### config.mk
export PLATFORM = sky130hd
export DESIGN_NAME = delay_arbiter
export DESIGN_NICKNAME = d
export VERILOG_FILES = /design/src/rtl/delay_arbiter.sv
export SDC_FILE = /design/constraint.sdc
export NUM_CORES = 1
export LEC_CHECK = 0
export ABC_AREA = 1
export CORE_AREA = 10 10 111 83
export DETAILED_ROUTE_END_ITERATION = 6
export DIE_AREA = 0 0 121 93
export DONT_BUFFER_PORTS = 1
export GPL_TIMING_DRIVEN = 0
export PLACE_DENSITY = 0.43
export SLEW_MARGIN = 20
export SYNTH_ARGS = -nofsm -noshare
export SYNTH_HDL_FRONTEND = slang
export SYNTH_SLANG_ARGS = --single-unit
export TNS_END_PERCENT = 10
### constraint.sdc
create_clock -name clk -period 4.85 [get_ports clk]
set_input_delay 0.2425 -clock clk [delete_from_list [all_inputs] [get_ports clk]]
set_output_delay 0.2425 -clock clk [all_outputs]
set_load 0.03 [all_outputs]
### src/rtl/delay_arbiter.sv
// Round-robin arbiter that hands one shared millisecond-delay timer to four requesters.
// A requester is acknowledged when granted and receives a done pulse when its delay
// has expired; a zero delay completes without ever launching the timer.
module delay_arbiter (
    input  logic        clk,
    input  logic        rst,
    input  logic [3:0]  req,
    input  logic [63:0] req_delay_ms,
    output logic [3:0]  ack,
    output logic [3:0]  done,
    output logic [1:0]  grant_id,
    output logic        busy,
    output logic        tmr_step,
    output logic [15:0] tmr_delay_ms,
    input  logic        tmr_done,
    output logic        tmr_err
);

    typedef enum logic [1:0] {
        StIdle,
        StLaunch,
        StWait,
        StComplete
    } state_e;

    state_e      state_q, state_d;
    logic [1:0]  last_grant_q, last_grant_d;
    logic [1:0]  grant_q, grant_d;
    logic [15:0] delay_q, delay_d;
    logic [3:0]  ack_q, ack_d;
    logic [3:0]  done_q, done_d;
    logic        step_q, step_d;
    logic        busy_q, busy_d;
    logic        err_q, err_d;

    logic [1:0]  winner;
    logic [1:0]  idx;
    logic        found;
    logic [15:0] win_delay;

    // Round-robin search: first requesting index after last_grant, wrapping modulo 4.
    always_comb begin
        winner = last_grant_q;
        found  = 1'b0;
        idx    = '0;
        for (int k = 1; k <= 4; k++) begin
            idx = last_grant_q + 2'(k);
            if (!found && req[idx]) begin
                winner = idx;
                found  = 1'b1;
            end
        end
    end

    // Delay slice belonging to the current round-robin winner.
    always_comb begin
        win_delay = req_delay_ms[{winner, 4'b0000} +: 16];
    end

    // Next-state and registered-output logic for the grant sequencer.
    always_comb begin
        state_d      = state_q;
        last_grant_d = last_grant_q;
        grant_d      = grant_q;
        delay_d      = delay_q;
        ack_d        = 4'b0000;
        done_d       = 4'b0000;
        step_d       = 1'b0;
        // Any timer completion that the sequencer is not waiting for is a protocol error.
        err_d        = err_q | (tmr_done && (state_q != StWait));

        unique case (state_q)
            StIdle: begin
                if (found) begin
                    grant_d = winner;
                    delay_d = win_delay;
                    ack_d   = 4'(4'b0001 << winner);
                    state_d = (win_delay != 16'd0) ? StLaunch : StComplete;
                end
            end
            StLaunch: begin
                step_d  = 1'b1;
                state_d = StWait;
            end
            StWait: begin
                if (tmr_done) begin
                    done_d  = 4'(4'b0001 << grant_q);
                    state_d = StComplete;
                end
            end
            StComplete: begin
                // Coming from WAIT the done pulse is already out; on the zero-delay path
                // it is issued here, one cycle after the ack, before returning to IDLE.
                if (done_q != 4'b0000) begin
                    last_grant_d = grant_q;
                    state_d      = StIdle;
                end else begin
                    done_d = 4'(4'b0001 << grant_q);
                end
            end
            default: begin
                state_d = StIdle;
            end
        endcase

        busy_d = (state_d != StIdle);
    end

    // State and output registers; reset favours requester 0 first.
    always_ff @(posedge clk or posedge rst) begin
        if (rst) begin
            state_q      <= StIdle;
            last_grant_q <= 2'd3;
            grant_q      <= 2'd0;
            delay_q      <= 16'd0;
            ack_q        <= 4'b0000;
            done_q       <= 4'b0000;
            step_q       <= 1'b0;
            busy_q       <= 1'b0;
            err_q        <= 1'b0;
        end else begin
            state_q      <= state_d;
            last_grant_q <= last_grant_d;
            grant_q      <= grant_d;
            delay_q      <= delay_d;
            ack_q        <= ack_d;
            done_q       <= done_d;
            step_q       <= step_d;
            busy_q       <= busy_d;
            err_q        <= err_d;
        end
    end

    // Output wiring.
    always_comb begin
        ack          = ack_q;
        done         = done_q;
        grant_id     = grant_q;
        busy         = busy_q;
        tmr_step     = step_q;
        tmr_delay_ms = delay_q;
        tmr_err      = err_q;
    end

endmodule

Word-level counts from Yosys, hierarchy flattened
Index checks and enable logic that the tools add are counted.

storage, ports and cells
  input port bits = 71
  logic and storage cells = 64
  register bits after elaboration = 33
  output and inout bits = 29

cells by class
  $lt $le $gt $ge = 4
  equal/unequal tests = 4
  reductions and logical operators = 13
  shift operators = 3
  bitwise logic cells = 1
  mux-type cells = 27
  $add $sub $neg = 3

operators by type and width
  operator                                             number
  indexed part select 64 x 7 -> 16 bit                 1
  two-way mux 2 bit                                    8
  two-way mux 4 bit                                    4
  nonzero test 16 bit                                  1
  < comparator 2 x 3 -> 1 bit, second input constant   4
  two-way mux 1 bit                                    9
  binary-select mux 1 bit (select 2 bit)               4
  case mux 2 bit (4 select lines)                      1
  case mux 4 bit (2 select lines)                      1
  << shifter 1 x 2 -> 4 bit, first input constant      2
  adder 2 bit, second input constant                   2
  equality test 2 bit, second input constant           2
  logical AND 1 bit                                    4
  AND reduction 2 bit                                  2
  nonzero test 4 bit                                   1
  zero test 1 bit                                      3
  adder 2 x 1 -> 2 bit, second input constant          1
  equality test 2 x 1 -> 1 bit, second input constant  1
  zero test 2 bit                                      1
  inequality test 2 bit, second input constant         1
  nonzero test 2 bit                                   1
  bitwise OR 1 bit                                     1

Depth between registers and ports, before layout
Gate-level depths: netlist of the first run.

  word-level depth = 19
  gate-level depth with buffers = 19
  mapped depth without buffers = 18

Least setup slack after synthesis of the first run
No wires, ideal clock.

  kind = register to register
  start = register last_grant_q[0]
  end = register busy_q (netlist: busy)
  clock period less this slack = 1.985 ns
  slack = 2.865 ns
  library setup time = 0.130 ns
  arrival = 1.855 ns
  stages on the path, launching flop included = 18
  data required time = 4.720 ns
  path buffers = 2
  cell sequence = dfstp_2 -> buf_6 -> nand2_1 -> nand2_1 -> nand2_2 -> nand2_2 -> nand2_2 -> nand2_1 -> nand2_2 -> nand2_4 -> buf_6 -> nand2_1 -> a21oi_1 -> nor2_2 -> nand2_1 -> nor2_1 -> nand3_1 -> nand3_1

on the way
  cells in the longest elaborated chain, start to end = 19
  elaborated cells between the ends (all ways) = 31
  classes of those cells = add/sub (3); shift (1); mux (19); reduce/logical (8)

RTL lines
  item                                     RTL line  text
  start: declaration                       27        logic [1:0] last_grant_q, last_grant_d;
  start signal: assignment                 123       last_grant_q <= last_grant_d;
  adder 2 x 1 -> 2 bit                     47        idx = last_grant_q + 2'(k);
  binary-select mux 1 bit (select 2 bit)   48        if (!found && req[idx]) begin
  two-way mux 1 bit (implied by the code)  48
  two-way mux 1 bit                        48
  zero test 1 bit                          48
  logical AND 1 bit                        48
  two-way mux 1 bit                        48
  zero test 1 bit                          48
  [4 not listed]                           -
  two-way mux 2 bit                        48
  indexed part select 64 x 7 -> 16 bit     57        win_delay = req_delay_ms[{winner, 4'b0000} +: 16];
  nonzero test 16 bit                      78        state_d = (win_delay != 16'd0) ? StLaunch : StComplete;
  two-way mux 2 bit                        78
  two-way mux 2 bit *                      74        if (found) begin
  case mux 2 bit (4 select lines) *        72        unique case (state_q)
  nonzero test 2 bit *                     106       busy_d = (state_d != StIdle);
  via busy_d                               33        logic busy_q, busy_d;
  end signal: assignment                   129       busy_q <= busy_d;
  end: declaration                         33

The timed path passes the listed nets; every way through them passes the cells marked *. The select of a mux whose other input is x is not followed.
A chain may end at the register's enable or synchronous reset.

Final worst setup path of the first run
  start = register last_grant_q[1]
  end = register busy_q (netlist: busy)

The elaborated chain is that of the path after synthesis.

==> results of run 1 <==
==> cell type report <==
class	count	area, µm²	share of cell area
Multi-Input combinational cell	247	1120	0.474
Sequential cell	33	828	0.351
Tap cell	98	123	0.0520
Inverter	27	103	0.0435
Clock buffer	8	90.1	0.0382
Buffer	14	87.6	0.0371
Timing Repair Buffer	1	10.0	0.00424
==> worst max-delay path, delay by kind of cell (launching register included) <==
| kind | cells | cell delay (ns) |
|---|---|---|
| DFF | 1 | 0.59 |
| buffers and inverters | 2 | 0.38 |
| and+or+nand+nor | 13 | 1.33 |
==> cells by family after synthesis <==
group / synth area share
AND/OR/NAND/NOR: 0.456
flip-flops: 0.388
buffers and inverters: 0.0890
AO/OA/AOI/OAI: 0.0674
==> synth_stat cells (4+ instances only) <==
cell,number,area share
sky130_fd_sc_hd__a31oi_1,7,0.021
sky130_fd_sc_hd__buf_2,7,0.016
sky130_fd_sc_hd__dfrtp_1,31,0.36
sky130_fd_sc_hd__inv_1,22,0.039
sky130_fd_sc_hd__nand2_1,128,0.22
sky130_fd_sc_hd__nand2_2,10,0.029
sky130_fd_sc_hd__nand3_1,43,0.10
sky130_fd_sc_hd__nand3b_1,6,0.021
sky130_fd_sc_hd__nor2_1,21,0.037
sky130_fd_sc_hd__nor4_1,4,0.012
sky130_fd_sc_hd__o21ai_0,15,0.035
==> where the power goes <==
part / total [µW] / switching (µW) / internal (µW)
Sequential: 685 / 294 / 391
Clock: 215 / 99.0 / 116
Combinational: 1460 / 983 / 482
Total: 2360 / 1380 / 988
==> timing repair <==
item,CTS,global route
endpoints found under the setup margin,0,0
hold endpoints to repair,31,0
hold buffers,1,0
==> worst paths after layout <==
check                      slack (ns)             from  cells past startpoint         endpoint
max                              2.42  last_grant_q[1]                     15             busy
min in group asynchronous        0.53              rst                      2         tmr_step
max in group asynchronous        3.85              rst                      2  tmr_delay_ms[1]
min                              0.12         tmr_done                      2          tmr_err
min reg2reg                      0.53       state_q[1]                      1         tmr_step
max reg2reg                      2.42  last_grant_q[1]                     15             busy
==> state kept, by name (all words and copies together), names as in the netlist <==
| register | count |
|---|---|
| done | 4 |
| last_grant_q | 2 |
| grant_id | 2 |
| state_q | 2 |
| busy | 1 |
| tmr_err | 1 |
| tmr_step | 1 |
| tmr_delay_ms | 16 |
| ack | 4 |
==> metal layers <==
layer / wire length, µm / up-vias / global-route usage / share of wire
li1: - / 1043 / - / -
met1: 3210 / 927 / 0.160 / 0.46
met2: 2950 / 78 / 0.177 / 0.42
met3: 754 / 7 / 0.0565 / 0.11
met4: 64 / 0 / 0.0341 / 0.0092
met5: 0 / - / 0 / 0
==> through the flow <==
step	util	cells
after floorplan	-	321
after CTS	0.331	428
after detailed placement	0.317	419
final	0.331	428
after global placement	0.317	419
after global routing	0.331	428
==> summary by stage, run 1 <==
STA
For the final database, setup skew stands at 0.00264 ns. Hold is met by 0.117 ns. The setup violation total in the final timing report is 0. The final count of hold timing violations is 0.

The portion of the clock cycle consumed by the worst path in the final layout is 0.501. The smallest clock period supported by the final layout is computed as 2.43 ns. The sum of negative setup slack is 0 ns. Setup repair after global routing left no endpoint under its margin. The final max-slew violation count came to 0. Setup slack closes at 2.42 ns. Headroom to the max-slew limit came out at 0.521. The actual transition at the worst max-transition pin is 0.717 ns. Derived from the worst setup path, the maximum achievable clock frequency is 411 MHz.

Cells and area
Leaving out fill and tap cells, the most frequent cells in the layout are 128 x sky130_fd_sc_hd__nand2_1, 43 x sky130_fd_sc_hd__nand3_1, 31 x sky130_fd_sc_hd__dfrtp_1. After routing the design area is 2360 µm². The net count of the finished layout is 400.

After filler insertion, the fill cell instance count of the layout stands at 783. The repair_antennas step left the layout with diodes totalling 0. In the final layout, the share of cells above drive strength 1 is 0.118. The commonest non-fill, non-tap cell in the layout is sky130_fd_sc_hd__nand2_1.

The layout overhead on the synthesized area is 10.4%.

Clocking
The clock root buffer is sky130_fd_sc_hd__clkbuf_8. The clock latency reported for the late side of the worst-skew pair is 0.28 ns. In this run, CTS created clock tree buffers numbering 5. TritonCTS built the clock tree.

Clock tree synthesis found a total of 33 sinks. The clock-pin slew on the worst setup and hold paths is 0.07 ns. The total number of H-tree levels is 2. The quantity of gates resized following cts is 0. The post-CTS setup buffer count is 0. The clock passes through at most 2 buffers.

Detailed routing
The routed wire length per instance is 16.3 µm. For this block, the routed nets add up to 6.98 mm of wire. Detailed routing inserted a total of 2055 vias. The number of vias per cell after detailed routing is 4.80. The pre-antenna-repair detailed-routing pass consisted of 4 iterations. The number of routed nets with antenna violations is 0. The detailed router finished its first iteration with 112 violations. The post-route DRC violation count is 0.

Floorplanning
The initialized floorplan defines 26 standard-cell rows. The overall die height is 93 µm. The area of the core is 7120 µm². Measured along the x axis, the die boundary spans 121 µm. The starting density of the core is 0.300. The floorplan step defined a die boundary enclosing 11300 µm². The count of pins on the block boundary is 100.

Global route
The maximum number of pins on one net before global-route repair is 34. The global-route wire length before repair is 11.0 mm. After global routing the overflow that remains totals 0. The number of global-route vias before repair is 2112.

The global routing usage summed across all routing layers is 0.122. The initial antenna violation count was 0.

Critical path
The worst setup path is captured at a flop. In this design, the stage delay of the slowest critical-path cell is 0.59 ns. Traced cell by cell, the critical path runs through inv_2 -> nand2_1 -> nand2_2 -> nand2_2 -> nand2_4 -> nor2_2 -> nand4_1 -> nand2_1 -> clkinv_1 -> nand2_1 -> nor2_2 -> nand2_1 -> nor2_1 -> nand3_1 -> nand3_1.

The maximum fanout encountered on the critical timing path is 8. The most frequent cell on the critical path is sky130_fd_sc_hd__nand2_1. The worst setup path is launched from a flop. The required time of the critical path is 5.01 ns. Among all stages on the critical path, the largest delay is contributed by sky130_fd_sc_hd__dfstp_2.

The kind of critical path is reg -> reg. For the worst setup path, the data arrival time is 2.59 ns.

Outcome
The flow ran to the end, and the final reports show no timing, DRC or antenna violations.

Placed design
Before CTS, the worst setup slack after placement is 2.36 ns. At the end of routability-driven placement, the weighted congestion stood at 0.809. The port buffer count is 0. The total placed instance area is 2260 µm². The placed wire-length estimate is 5.59 mm.

Synth
Counting flops with a built-in enable in the synthesized netlist gives 0. The share of the Yosys chip area taken by registers is 0.388. The post-synthesis async set-or-reset flop share is 1.00. Among all flip-flop cells after synthesis, the most frequent one is sky130_fd_sc_hd__dfrtp_1. The synthesized netlist net count is 392. The number of distinct standard cells referenced by the synthesized netlist is 27. The number of standard cells after synthesis is 321.

In this run, synthesis produced a sequential element count of 33. In this run the mean area of a mapped cell was 6.65 µm². The number of warnings issued by yosys is 0. The summed instance area of the synthesized netlist is 2140 µm².

Power and ir drop
The worst voltage drop across the vdd grid is 0.297 mV. The leakage power is 0.00120 µW. The total power is 2360 µW. The power density of the placed cells is 1000 nW/µm².

Worst hold path
The tightest min-delay check is of the in -> reg type.

Job
The max capacitance violation total is 0.
Note: power is estimated with default switching activity, not from simulation.
==> run 2: changes to the inputs <==
Clock period 4.85 ns to 2.3 ns, I/O delays scaled along.
==> summary by stage, run 2 (synthesis gave the netlist of run 1 again) <==
Outcome
The run finished, with violations left. The final reports fail on setup timing.

STA
The final count of hold timing violations was 0. The maximum achievable frequency is 430 MHz. The worst pin sits at a relative slew slack of 0.519.

The clock arrives with 0.00213 ns of skew. The worst setup slack after layout is -0.0252 ns. In the finished design, the share of the clock period the worst path needs comes to 1.01. The final max-slew violation count is 0. At the pin with the least slew margin, the transition time is 0.720 ns.

The final critical delay including setup and external delays is 2.33 ns. Setup violations remaining at the end of the flow were counted as 2. Setup repair after global routing could not meet its margin everywhere.

Global route
The total overflow left after global routing is 0. The met2 demand-to-capacity share in global routing is 0.183. The initial antenna violation count is 0. For this run, global-route usage on met1 was measured as 0.164. Across every metal layer, demand over resource in global routing totals 0.126.

The maximum number of pins on one net before global-route repair is 34. The global routing stage identified its most utilized layer as met2. The met3 track demand over resource in global routing is 0.0553. The number of global-route vias before repair is 2151. The first global-routing pass estimated 11.3 mm of wire.

Placed design
The congestion estimate from routability-driven global placement came to 0.809. Port buffering added 0 buffers. The placed instances occupy a cell area of 2260 µm².

After legalization and detailed placement, the total HPWL measured 5.59 mm. The worst-case setup slack after placement is -0.185 ns.

Cells and area
In the final layout, the multi-input gates occupy 1370 µm². The library cells used most frequently in the layout, excluding fill and tap cells, are 101 x sky130_fd_sc_hd__nand2_1, 33 x sky130_fd_sc_hd__nand3_1, 31 x sky130_fd_sc_hd__dfrtp_1. The flip-flop count of the largest register, all copies and words added is 16.

The final layout contains 418 nets. The proportion of layout cells with a drive suffix above 1 is 0.296. Across the whole layout, storage elements account for 828 µm².

0 antenna diodes ended up in the layout. Fill cells in the final layout number 753. The layout overhead on the synthesized area is 33.6%.

Once layout is done, the placed cells without fillers occupy 2850 µm². The library cell used most frequently in the layout, excluding fill and tap cells, is sky130_fd_sc_hd__nand2_1.

Detailed routing
In this run the remaining antenna-violating nets after routing total 0. The via count of the routed design is 2134. The first TritonRoute pass finished after 6 iterations. After detailed routing, the average wire length per cell comes to 16.9 µm. The number of design-rule violations left by the first detailed-router iteration is 118. Wires add up to 7.55 mm. In the routed layout, each cell is associated on average with a via count of 4.78. After detailed routing, the number of remaining DRC violations is 0.

Critical path
The worst setup path is launched from a flop. The maximum fanout encountered on the critical timing path is 5. The sort of element at the end of the critical path is a flop. The kind of critical path is reg -> reg. The required time of the critical path is 2.52 ns. At the worst endpoint, the arrival time is 2.54 ns.

Clocking
In this run the number of H-tree levels came out at 2. The clock root buffer is sky130_fd_sc_hd__clkbuf_8. The clock latency reported for the late side of the worst-skew pair is 0.28 ns. The clock-pin slew on the worst setup and hold paths is 0.07 ns. The clock net in this run drives a total of 33 sinks. Counting the buffers created by CTS gives 5.

The clock passes through at most 2 buffers. The TritonCTS clock tree is built.

Floorplanning
The floorplan step defined a die boundary enclosing 11300 µm². Pin placement for this block handled 100 I/O pins. The overall die height is 93 µm. Row generation in the floorplan step produced 26 rows. The die is 121 µm wide.

The floorplan step defined a core boundary enclosing 7120 µm². The initial utilization of the core area, before any placement, comes to 0.300.

Job
Max-cap violations in this run came to 0.

Worst hold path
The worst hold path belongs to the class in -> reg.
run 2: changes by cell type in the layout (fill, tap and decap cells not counted), moves of 3 or more:
| cell | delta |
|---|---|
| sky130_fd_sc_hd__nand3_2 | +9 |
| sky130_fd_sc_hd__clkbuf_1 | -3 |
| sky130_fd_sc_hd__nand2_4 | +17 |
| sky130_fd_sc_hd__nand2_2 | +9 |
| sky130_fd_sc_hd__buf_2 | -6 |
| sky130_fd_sc_hd__buf_8 | +3 |
| sky130_fd_sc_hd__nor2_1 | -4 |
| sky130_fd_sc_hd__buf_4 | +15 |
| sky130_fd_sc_hd__nand2_1 | -27 |
| sky130_fd_sc_hd__inv_2 | -3 |
| sky130_fd_sc_hd__nand3_1 | -10 |
run 2: final cells by class:
class                   count  share of cell area
multi-input cells         247               0.480
flip-flops and latches     33               0.290
repair buffers             19              0.0649
plain buffers              14              0.0461
inverters                  27              0.0439
well taps                  98              0.0430
clock buffers               8              0.0316
run 2: per-layer routing:
metal  wire, µm  vias up  share of wire
met5          0        -              0
met1       3510      969           0.47
met4         68        0         0.0090
li1           -     1086              -
met3        685        7          0.091
met2       3280       72           0.43
run 2: per-stage QoR:
stage | util | hold WS [ns] | instances | TNS, ns
floorplan | - | 0.242 | 321 | 0
global placement | 0.317 | 0.285 | 419 | -1.27
detailed placement | 0.317 | 0.171 | 419 | -1.14
CTS | 0.356 | 0.0774 | 439 | 0
global route | 0.400 | 0.110 | 446 | -0.616
finish | 0.400 | 0.0832 | 446 | -0.0412
run 2: timing repair:
action                                 CTS  global route
cloned                                   2             1
gates resized for setup                 29            68
setup buffers                            8             6
hold buffers                             2             0
setup endpoints to repair               10            20
endpoints found under the hold margin   32             0
pin swaps                               13            25
run 2: critical path, stage by stage (launching register included):
cell and delay (ns):
sky130_fd_sc_hd__dfstp_2 0.61, sky130_fd_sc_hd__buf_6 0.12, sky130_fd_sc_hd__nand2_1 0.05, sky130_fd_sc_hd__nand2_2 0.14, sky130_fd_sc_hd__nand2_4 0.07, sky130_fd_sc_hd__nand2_4 0.09
sky130_fd_sc_hd__nand2_4 0.08, sky130_fd_sc_hd__nand2_2 0.06, sky130_fd_sc_hd__nand2_1 0.05, sky130_fd_sc_hd__nand2_2 0.08, sky130_fd_sc_hd__nand2_4 0.11, sky130_fd_sc_hd__buf_6 0.17
sky130_fd_sc_hd__nand3_2 0.06, sky130_fd_sc_hd__nand2_1 0.05, sky130_fd_sc_hd__nor2_1 0.11, sky130_fd_sc_hd__nand2_1 0.08, sky130_fd_sc_hd__nor2_2 0.11, sky130_fd_sc_hd__nand3_2 0.13
sky130_fd_sc_hd__nand3_2 0.08
run 2: final timing paths:
| kind | start | endpoint | slack [ns] | cells past startpoint |
|---|---|---|---|---|
| max | last_grant_q[1] | busy | -0.03 | 18 |
| min | req_delay_ms[44] | tmr_delay_ms[12] | 0.08 | 4 |
| max reg2reg | last_grant_q[1] | busy | -0.03 | 18 |
| min reg2reg | state_q[1] | tmr_step | 0.53 | 1 |
| max in group asynchronous | rst | tmr_delay_ms[14] | 1.43 | 2 |
| min in group asynchronous | rst | tmr_step | 0.41 | 2 |
Power of run 2 is left out: the tool's default activity adds up to more than one toggle a clock period on the data nets, which glitch-free logic cannot reach.
